File: src/rtl/stopwatch_mode_ctrl_pkg.sv
// Shared definitions for the stopwatch control slice: state encoding and small helpers.
// The datapath and LED logic use the same state codes.
package stopwatch_mode_ctrl_pkg;

    typedef enum logic [1:0] {
        ST_IDLE  = 2'd0,
        ST_RUN   = 2'd1,
        ST_PAUSE = 2'd2,
        ST_LAPV  = 2'd3
    } sw_state_e;

    function automatic logic [3:0] lap_sat_inc(input logic [3:0] value, input logic [3:0] limit);
        logic [3:0] result;
        if (value >= limit) begin
            result = value;
        end else begin
            result = value + 4'd1;
        end
        return result;
    endfunction

endpackage

File: src/rtl/sw_hold_timer.sv
// Long-press timer for the lap button: counts msec ticks while enabled and
// flags expiry on the tick that completes HOLD_MS ticks.
module sw_hold_timer #(
    parameter int HOLD_MS = 1000
) (
    input  logic clk,
    input  logic reset_n,
    input  logic enable,
    input  logic tick,
    output logic expire
);

    localparam int CW = (HOLD_MS > 1) ? $clog2(HOLD_MS) : 1;
    localparam logic [CW-1:0] LAST = CW'(HOLD_MS - 1);

    logic [CW-1:0] cnt_r;

    assign expire = enable && tick && (cnt_r == LAST);

    // Hold count; any release or leaving PAUSE restarts the measurement.
    always_ff @(posedge clk or negedge reset_n) begin
        if (!reset_n) begin
            cnt_r <= '0;
        end else if (!enable) begin
            cnt_r <= '0;
        end else if (tick) begin
            cnt_r <= expire ? '0 : cnt_r + CW'(1);
        end
    end

endmodule

File: src/rtl/stopwatch_mode_ctrl.sv
// Stopwatch mode FSM: gates the msec tick, issues lap-capture and clear strobes,
// selects frozen lap display and tracks the number of laps taken.
module stopwatch_mode_ctrl
    import stopwatch_mode_ctrl_pkg::*;
#(
    parameter int HOLD_MS  = 1000,
    parameter int MAX_LAPS = 9
) (
    input  logic       clk,
    input  logic       reset_n,
    input  logic       start_pulse,
    input  logic       lap_pulse,
    input  logic       lap_level,
    input  logic       tick_msec,
    output logic       tick_gated,
    output logic       lap_capture,
    output logic       clear_cnt,
    output logic       disp_lap,
    output logic [3:0] lap_idx,
    output logic [1:0] state_o
);

    localparam logic [3:0] LAP_LIMIT = 4'(MAX_LAPS);

    sw_state_e  state_r;
    sw_state_e  state_nx_s;
    logic       capture_s;
    logic       clear_s;
    logic [3:0] lap_idx_nx_s;
    logic       hold_en_s;
    logic       expire_s;

    assign hold_en_s = (state_r == ST_PAUSE) && lap_level;

    sw_hold_timer #(
        .HOLD_MS(HOLD_MS)
    ) u_hold (
        .clk    (clk),
        .reset_n(reset_n),
        .enable (hold_en_s),
        .tick   (tick_msec),
        .expire (expire_s)
    );

    // Next-state decode; start always takes priority over lap and hold expiry.
    always_comb begin
        state_nx_s   = state_r;
        capture_s    = 1'b0;
        clear_s      = 1'b0;
        lap_idx_nx_s = lap_idx;
        case (state_r)
            ST_IDLE: begin
                if (start_pulse) begin
                    state_nx_s = ST_RUN;
                end else begin
                    state_nx_s = ST_IDLE;
                end
            end
            ST_RUN: begin
                if (start_pulse) begin
                    state_nx_s = ST_PAUSE;
                end else if (lap_pulse) begin
                    state_nx_s   = ST_LAPV;
                    capture_s    = 1'b1;
                    lap_idx_nx_s = lap_sat_inc(lap_idx, LAP_LIMIT);
                end else begin
                    state_nx_s = ST_RUN;
                end
            end
            ST_LAPV: begin
                if (start_pulse) begin
                    state_nx_s = ST_PAUSE;
                end else if (lap_pulse) begin
                    state_nx_s = ST_RUN;
                end else begin
                    state_nx_s = ST_LAPV;
                end
            end
            ST_PAUSE: begin
                if (start_pulse) begin
                    state_nx_s = ST_RUN;
                end else if (expire_s) begin
                    state_nx_s   = ST_IDLE;
                    clear_s      = 1'b1;
                    lap_idx_nx_s = 4'd0;
                end else begin
                    state_nx_s = ST_PAUSE;
                end
            end
            default: begin
                state_nx_s   = ST_IDLE;
                lap_idx_nx_s = 4'd0;
            end
        endcase
    end

    // State, lap count and registered outputs; the tick gate samples the current state.
    always_ff @(posedge clk or negedge reset_n) begin
        if (!reset_n) begin
            state_r     <= ST_IDLE;
            lap_idx     <= 4'd0;
            tick_gated  <= 1'b0;
            lap_capture <= 1'b0;
            clear_cnt   <= 1'b0;
            disp_lap    <= 1'b0;
        end else begin
            state_r     <= state_nx_s;
            lap_idx     <= lap_idx_nx_s;
            tick_gated  <= tick_msec && ((state_r == ST_RUN) || (state_r == ST_LAPV));
            lap_capture <= capture_s;
            clear_cnt   <= clear_s;
            disp_lap    <= (state_nx_s == ST_LAPV);
        end
    end

    assign state_o = state_r;

endmodule
File: config.mk
export PLATFORM = sky130hd
export DESIGN_NAME = stopwatch_mode_ctrl
export DESIGN_NICKNAME = d
export VERILOG_FILES = /design/src/rtl/stopwatch_mode_ctrl_pkg.sv /design/src/rtl/sw_hold_timer.sv /design/src/rtl/stopwatch_mode_ctrl.sv
export SDC_FILE = /design/constraint.sdc
export NUM_CORES = 1
export LEC_CHECK = 0
export ABC_CLOCK_PERIOD_IN_PS = 1600
export BUFFER_PORTS_ARGS = -buffer_cell sky130_fd_sc_hd__buf_2
export CORE_AREA = 2 2 49 69
export CTS_CLUSTER_SIZE = 25
export DETAILED_ROUTE_END_ITERATION = 10
export DIE_AREA = 0 0 51 71
export GPL_ROUTABILITY_DRIVEN = 0
export PLACE_DENSITY_LB_ADDON = 0.08
export SETUP_SLACK_MARGIN = 0.4
export SLEW_MARGIN = 20
export SYNTH_ARGS = -nofsm -noshare
export SYNTH_HDL_FRONTEND = slang
export SYNTH_SLANG_ARGS = --single-unit
File: constraint.sdc
create_clock -name clk -period 1.6 [get_ports clk]
set_clock_uncertainty 0.1 [all_clocks]
set_input_delay 0 -clock clk [delete_from_list [all_inputs] [get_ports clk]]
set_output_delay 0 -clock clk [all_outputs]
set_load 0.05 [all_outputs]
### Word-level counts from Yosys, hierarchy flattened

Cells that the tools add are included.

| operators by class | value |
|---|---|
| add/subtract/negate cells | 2 |
| order comparisons | 1 |
| eq/ne operators | 11 |
| mux-type cells | 23 |
| reduce and logical (&&, ||, !) cells | 8 |

Operator list:

| operator | count |
|---|---|
| 10-bit 2-to-1 mux | 3 |
| 4-bit 2-to-1 mux | 5 |
| 2-bit 2-to-1 mux | 6 |
| 10-bit by 1-bit adder with 10-bit output (second input constant) | 1 |
| 10-bit equality test (second input constant) | 1 |
| 2-bit inequality test (second input constant) | 5 |
| 2-bit case mux with 4 select lines | 1 |
| 4-bit case mux with 2 select lines | 1 |
| 1-bit 2-to-1 mux | 7 |
| 2-bit equality test (second input constant) | 3 |
| 6-bit AND reduction | 1 |
| 4-bit by 1-bit adder with 4-bit output (second input constant) | 1 |
| 4-bit greater-or-equal comparator (second input constant) | 1 |
| 1-bit logical AND | 4 |
| 2-bit by 1-bit equality test with 1-bit output (second input constant) | 1 |
| 2-bit logical NOT | 1 |
| 2-bit by 1-bit inequality test with 1-bit output (second input constant) | 1 |
| 2-bit nonzero test | 1 |
| 1-bit logical OR | 1 |

| word-level totals | value |
|---|---|
| flip-flop bits (word level) | 20 |

### Longest topological paths before layout

| depth | value |
|---|---|
| depth in word-level cells | 8 |
| mapped depth | 6 |
| mapped depth without buffers | 6 |

### Modules after synthesis

A second synthesis with hierarchy kept.

| second synthesis, totals | value |
|---|---|
| cell total of the unflattened synthesis | 114 |
| area total of the unflattened synthesis | 1084.8 um2 |

Modules (own cells, without submodules):

| module | times used | cells each | area an instance (um2) | sequential area each (um2) |
|---|---|---|---|---|
| sw_hold_timer | 1 | 64 | 553.0 | 250.2 |
| stopwatch_mode_ctrl | 1 | 50 | 531.8 | 250.2 |

### Worst setup path after synthesis

OpenSTA, ideal clock, no wires.

| path | value |
|---|---|
| kind | register -> register |
| start | reg lap_idx[1] |
| end | reg lap_idx[3] |
| data arrival time | 1.882 ns |
| setup slack | -0.506 ns |
| stages on the path, launching flop included | 7 |
| path buffers | 0 |
| period minus slack after synthesis | 2.106 ns |
| path through | dfrtp_1 > inv_1 > ha_1 > or3b_4 > a21oi_4 > o2bb2ai_2 > a211o_1 |

| on the way | value |
|---|---|
| longest elaborated chain between the ends | 5 |
| elaborated cells on any way between the ends | 8 |
| classes of those cells | 1 x add/sub; 1 x order compare; 1 x eq/ne; 4 x mux; 1 x reduce/logical |

Ends and longest elaborated chain:

| element | line | RTL |
|---|---|---|
| start, declared | stopwatch_mode_ctrl.sv:19 | `output logic [3:0] lap_idx,` |
| start signal, assigned | stopwatch_mode_ctrl.sv:108 | `lap_idx <= lap_idx_nx_s;` |
| 4-bit by 1-bit adder with 4-bit output | stopwatch_mode_ctrl_pkg.sv:17 | `result = value + 4'd1;` |
| 4-bit 2-to-1 mux | stopwatch_mode_ctrl_pkg.sv:14 | `if (value >= limit) begin` |
| 4-bit 2-to-1 mux | stopwatch_mode_ctrl.sv:62 | `end else if (lap_pulse) begin` |
| 4-bit 2-to-1 mux | stopwatch_mode_ctrl.sv:60 | `if (start_pulse) begin` |
| 4-bit case mux with 2 select lines | stopwatch_mode_ctrl.sv:51 | `case (state_r)` |

Several ways; a longest one is shown, not always the timed one. The select of a mux whose other input is x is not followed.
A chain may end at the register's enable or synchronous reset.

### Worst setup path in the final report

| path | value |
|---|---|
| start | reg lap_idx[0] |
| end | reg lap_idx[3] |

Same word-level chain as after synthesis.

==> flow_metrics.py <==
metrics = {
    "outcome": {
        "status": "finished with violations",
        "violations": "negative hold slack, negative setup slack",
    },
    "timing": {
        "timing.fmax_ghz": 0.587,
        "max_slew_margin_pct": 68.9,
        "grt_setup_unrepaired": "true",
        "fin_crit_ps": 1700,
        "final.period_utilization_pct": 107,
        "timing.setup.tns_ps": -332,
        "report.final.slew_viol_count": 0,
        "whs_ps": -17.3,
        "post-route-worst-setup-slack_ps": -104,
        "worst-slew-pin-transition_ps": 467,
        "final_hold_violation_count": 1,
        "timing.final.setup_violations": 4,
    },
    "grt": {
        "grt.total_usage_pct": 16.2,
        "grt_overflow": 0,
        "grt_antenna_before_repair": 0,
        "first_global_vias": 990,
        "grt_max_degree": 21,
        "grt_pass1_wl_um": 4420,
    },
    "logic_synthesis": {
        "number_of_enable_flip_flop_cells_after_synthesis": 0,
        "netlist_top_cells_count": "sky130_fd_sc_hd__dfrtp_1 (20), sky130_fd_sc_hd__nand2_1 (10), sky130_fd_sc_hd__nand3_1 (10)",
        "synth_largest_area_cell": "sky130_fd_sc_hd__dfrtp_1",
        "postSynthRegisterBits": 20,
        "synth_cell_type_count": 41,
        "postSynthAreaPerCell_um2": 10.2,
        "syn_nets": 122,
        "yosys_most_used_dff": "sky130_fd_sc_hd__dfrtp_1",
        "post_synthesis_instance_area_um2": 1140,
        "yosysSeqAreaShare_pct": 43.8,
        "synth.most_common_cell": "sky130_fd_sc_hd__dfrtp_1",
        "post-synth-top-area-fraction_pct": 43.8,
        "synth_warnings": 0,
        "synthesis.instances": 112,
        "synth_top_cells_by_area": "sky130_fd_sc_hd__dfrtp_1 (44%), sky130_fd_sc_hd__ha_1 (4.4%), sky130_fd_sc_hd__nand3_1 (4.4%)",
        "async_flop_share_pct": 100,
    },
    "routing": {
        "wire_per_inst_um": 13.9,
        "first_pass_iters": 4,
        "route.detailed.vias_per_inst": 5.15,
        "remaining_drc_errors": 0,
        "dr_total_vias": 974,
        "drt_iter0_markers": 7,
        "finalWirelength_um": 2640,
        "final_ant_viol_nets": 0,
    },
    "floorplanning": {
        "floorplan.die_area_um2": 3620,
        "core.rowCount": 24,
        "floorplan.die.width_um": 51,
        "floorplan.core_area_um2": 3030,
        "floorplan.initialDensity_pct": 37.7,
        "chipHeight_um": 71,
        "boundaryPins": 16,
    },
    "power_and_ir_drop": {
        "ir_worst_vdd_mv": 0.596,
        "total_power_mw": 2.10,
        "pd_cells_nw_per_um2": 1290,
        "p_leak_nw": 0.750,
    },
    "critical_path": {
        "timing_worst_setup_path_type": "reg2reg",
        "cp.arrival_ps": 1750,
        "worst-endpoint-required_ps": 1650,
        "cp-start-kind": "flop",
        "crit_fanout": 3,
        "critical_path.endpoint_type": "flop",
    },
    "clocking": {
        "maximum_number_of_buffers_from_clock_root_to_sink": 2,
        "cts_root_buf": "sky130_fd_sc_hd__clkbuf_8",
        "post_cts_hold_buffer_count": 3,
        "tritoncts": "done",
        "worstSkewPairLatency_ps": 260,
        "h-tree-depth": 1,
        "tritoncts.num_buffers": 3,
        "tritoncts_num_sinks": 20,
        "clk_pin_slew_ps": 70,
    },
    "layout": {
        "nets": 161,
        "diodes": 0,
        "num-fill-cells": 291,
        "layout-area-overhead-vs-synth_pct": 42.8,
        "drive_above_1_share_pct": 49.3,
        "final_design_area_no_fill_um2": 1630,
    },
    "placement": {
        "dpl_cell_area_um2": 1400,
        "hpwlAfterDp_um": 1880,
        "port-buffer-count": 15,
    },
    "job": {
        "cap_violations": 0,
    },
    "hold_path": {
        "worst_hold_path_type": "in2reg",
    },
}
flip-flops by register name, summed over array words and instances, names as in the netlist:
signal and flops:
disp_lap 1, tick_gated 1, lap_capture 1, state_o 2
clear_cnt 1, lap_idx 4, u_hold.cnt_r 10
cell usage in the layout, fill, tap and decap left out, drive strengths merged, types with 4 or more instances in the layout:
master,n
a21oi,4
buf,34
clkbuf,5
a21o,4
nand3,10
nand2,10
ha,4
o21ai,4
nor2,7
dfrtp,20
and3,4
xor2,4
routing by layer:
metal,up-vias,track usage (%),share of wire (%)
met5,-,0,0
met4,0,7.51,1.8
met3,5,2.95,3.1
met2,18,27.4,53
met1,468,19.6,43
li1,483,-,-
metrics by stage:
stage / setup slack [ps] / hold slack, ps / util (%) / instances
3_5_place_dp: -108 / -116 / 46.2 / 176
4_1_cts: -105 / -10.4 / 50.7 / 186
2_1_floorplan: -258 / -396 / - / 112
3_3_place_gp: -83.0 / -117 / 46.2 / 176
5_1_grt: -173 / -13.4 / 53.8 / 189
6_report: -104 / -17.3 / 53.8 / 189
power by group:
part / switching [mW] / internal [mW] / total (mW)
Sequential: 0.0821 / 0.596 / 0.678
Combinational: 0.630 / 0.406 / 1.04
Clock: 0.164 / 0.219 / 0.383
Total: 0.876 / 1.22 / 2.10
timing repair:
item | 4_1_cts | 5_1_grt
endpoints found under the hold margin | 27 | 1
setup buffers | 3 | 3
cloned | 0 | 0
pin swaps | 14 | 15
endpoints found under the setup margin | 16 | 18
gates resized for setup | 8 | 17
cell type report:
| type | count | area (um^2) | area share (%) |
|---|---|---|---|
| multi-input combinational | 85 | 729 | 44.7 |
| sequential | 20 | 505 | 31.0 |
| timing repair buffer | 38 | 282 | 17.3 |
| clock buffer | 4 | 55.1 | 3.37 |
| tap | 39 | 48.8 | 2.99 |
| inverter | 3 | 11.3 | 0.690 |
path summary, 6_finish.rpt:
kind | cells past startpoint | startpoint | slack (ps) | endpoint
setup / recovery | 6 | lap_idx[0] | -100 | lap_idx[3]
hold reg to reg | 2 | u_hold.cnt_r[8] | 450 | u_hold.cnt_r[8]
min in group asynchronous | 2 | reset_n | 130 | u_hold.cnt_r[7]
setup reg to reg | 6 | lap_idx[0] | -100 | lap_idx[3]
max in group asynchronous | 2 | reset_n | 920 | lap_idx[0]
hold / removal | 3 | lap_level | -20 | u_hold.cnt_r[9]
worst max-delay path: stages (launching register included):
cell	delay, ps
sky130_fd_sc_hd__dfrtp_2	440
sky130_fd_sc_hd__inv_2	60
sky130_fd_sc_hd__ha_1	130
sky130_fd_sc_hd__or3b_4	390
sky130_fd_sc_hd__a21oi_4	140
sky130_fd_sc_hd__o2bb2ai_2	80
sky130_fd_sc_hd__a211o_1	250
logic make-up (layout without fill, tap and decap cells):
family | after synthesis | after routing | synth area share, %
and+or+nand+nor | 53 | 53 | 28.2
AOI/OAI and AO/OA | 23 | 23 | 17.2
DFF | 20 | 20 | 43.8
buffers and inverters | 7 | 45 | 2.63
xor gates and xnor gates | 5 | 5 | 3.83
adders and majority gates | 4 | 4 | 4.38
Note: power is estimated with default switching activity, not from simulation.
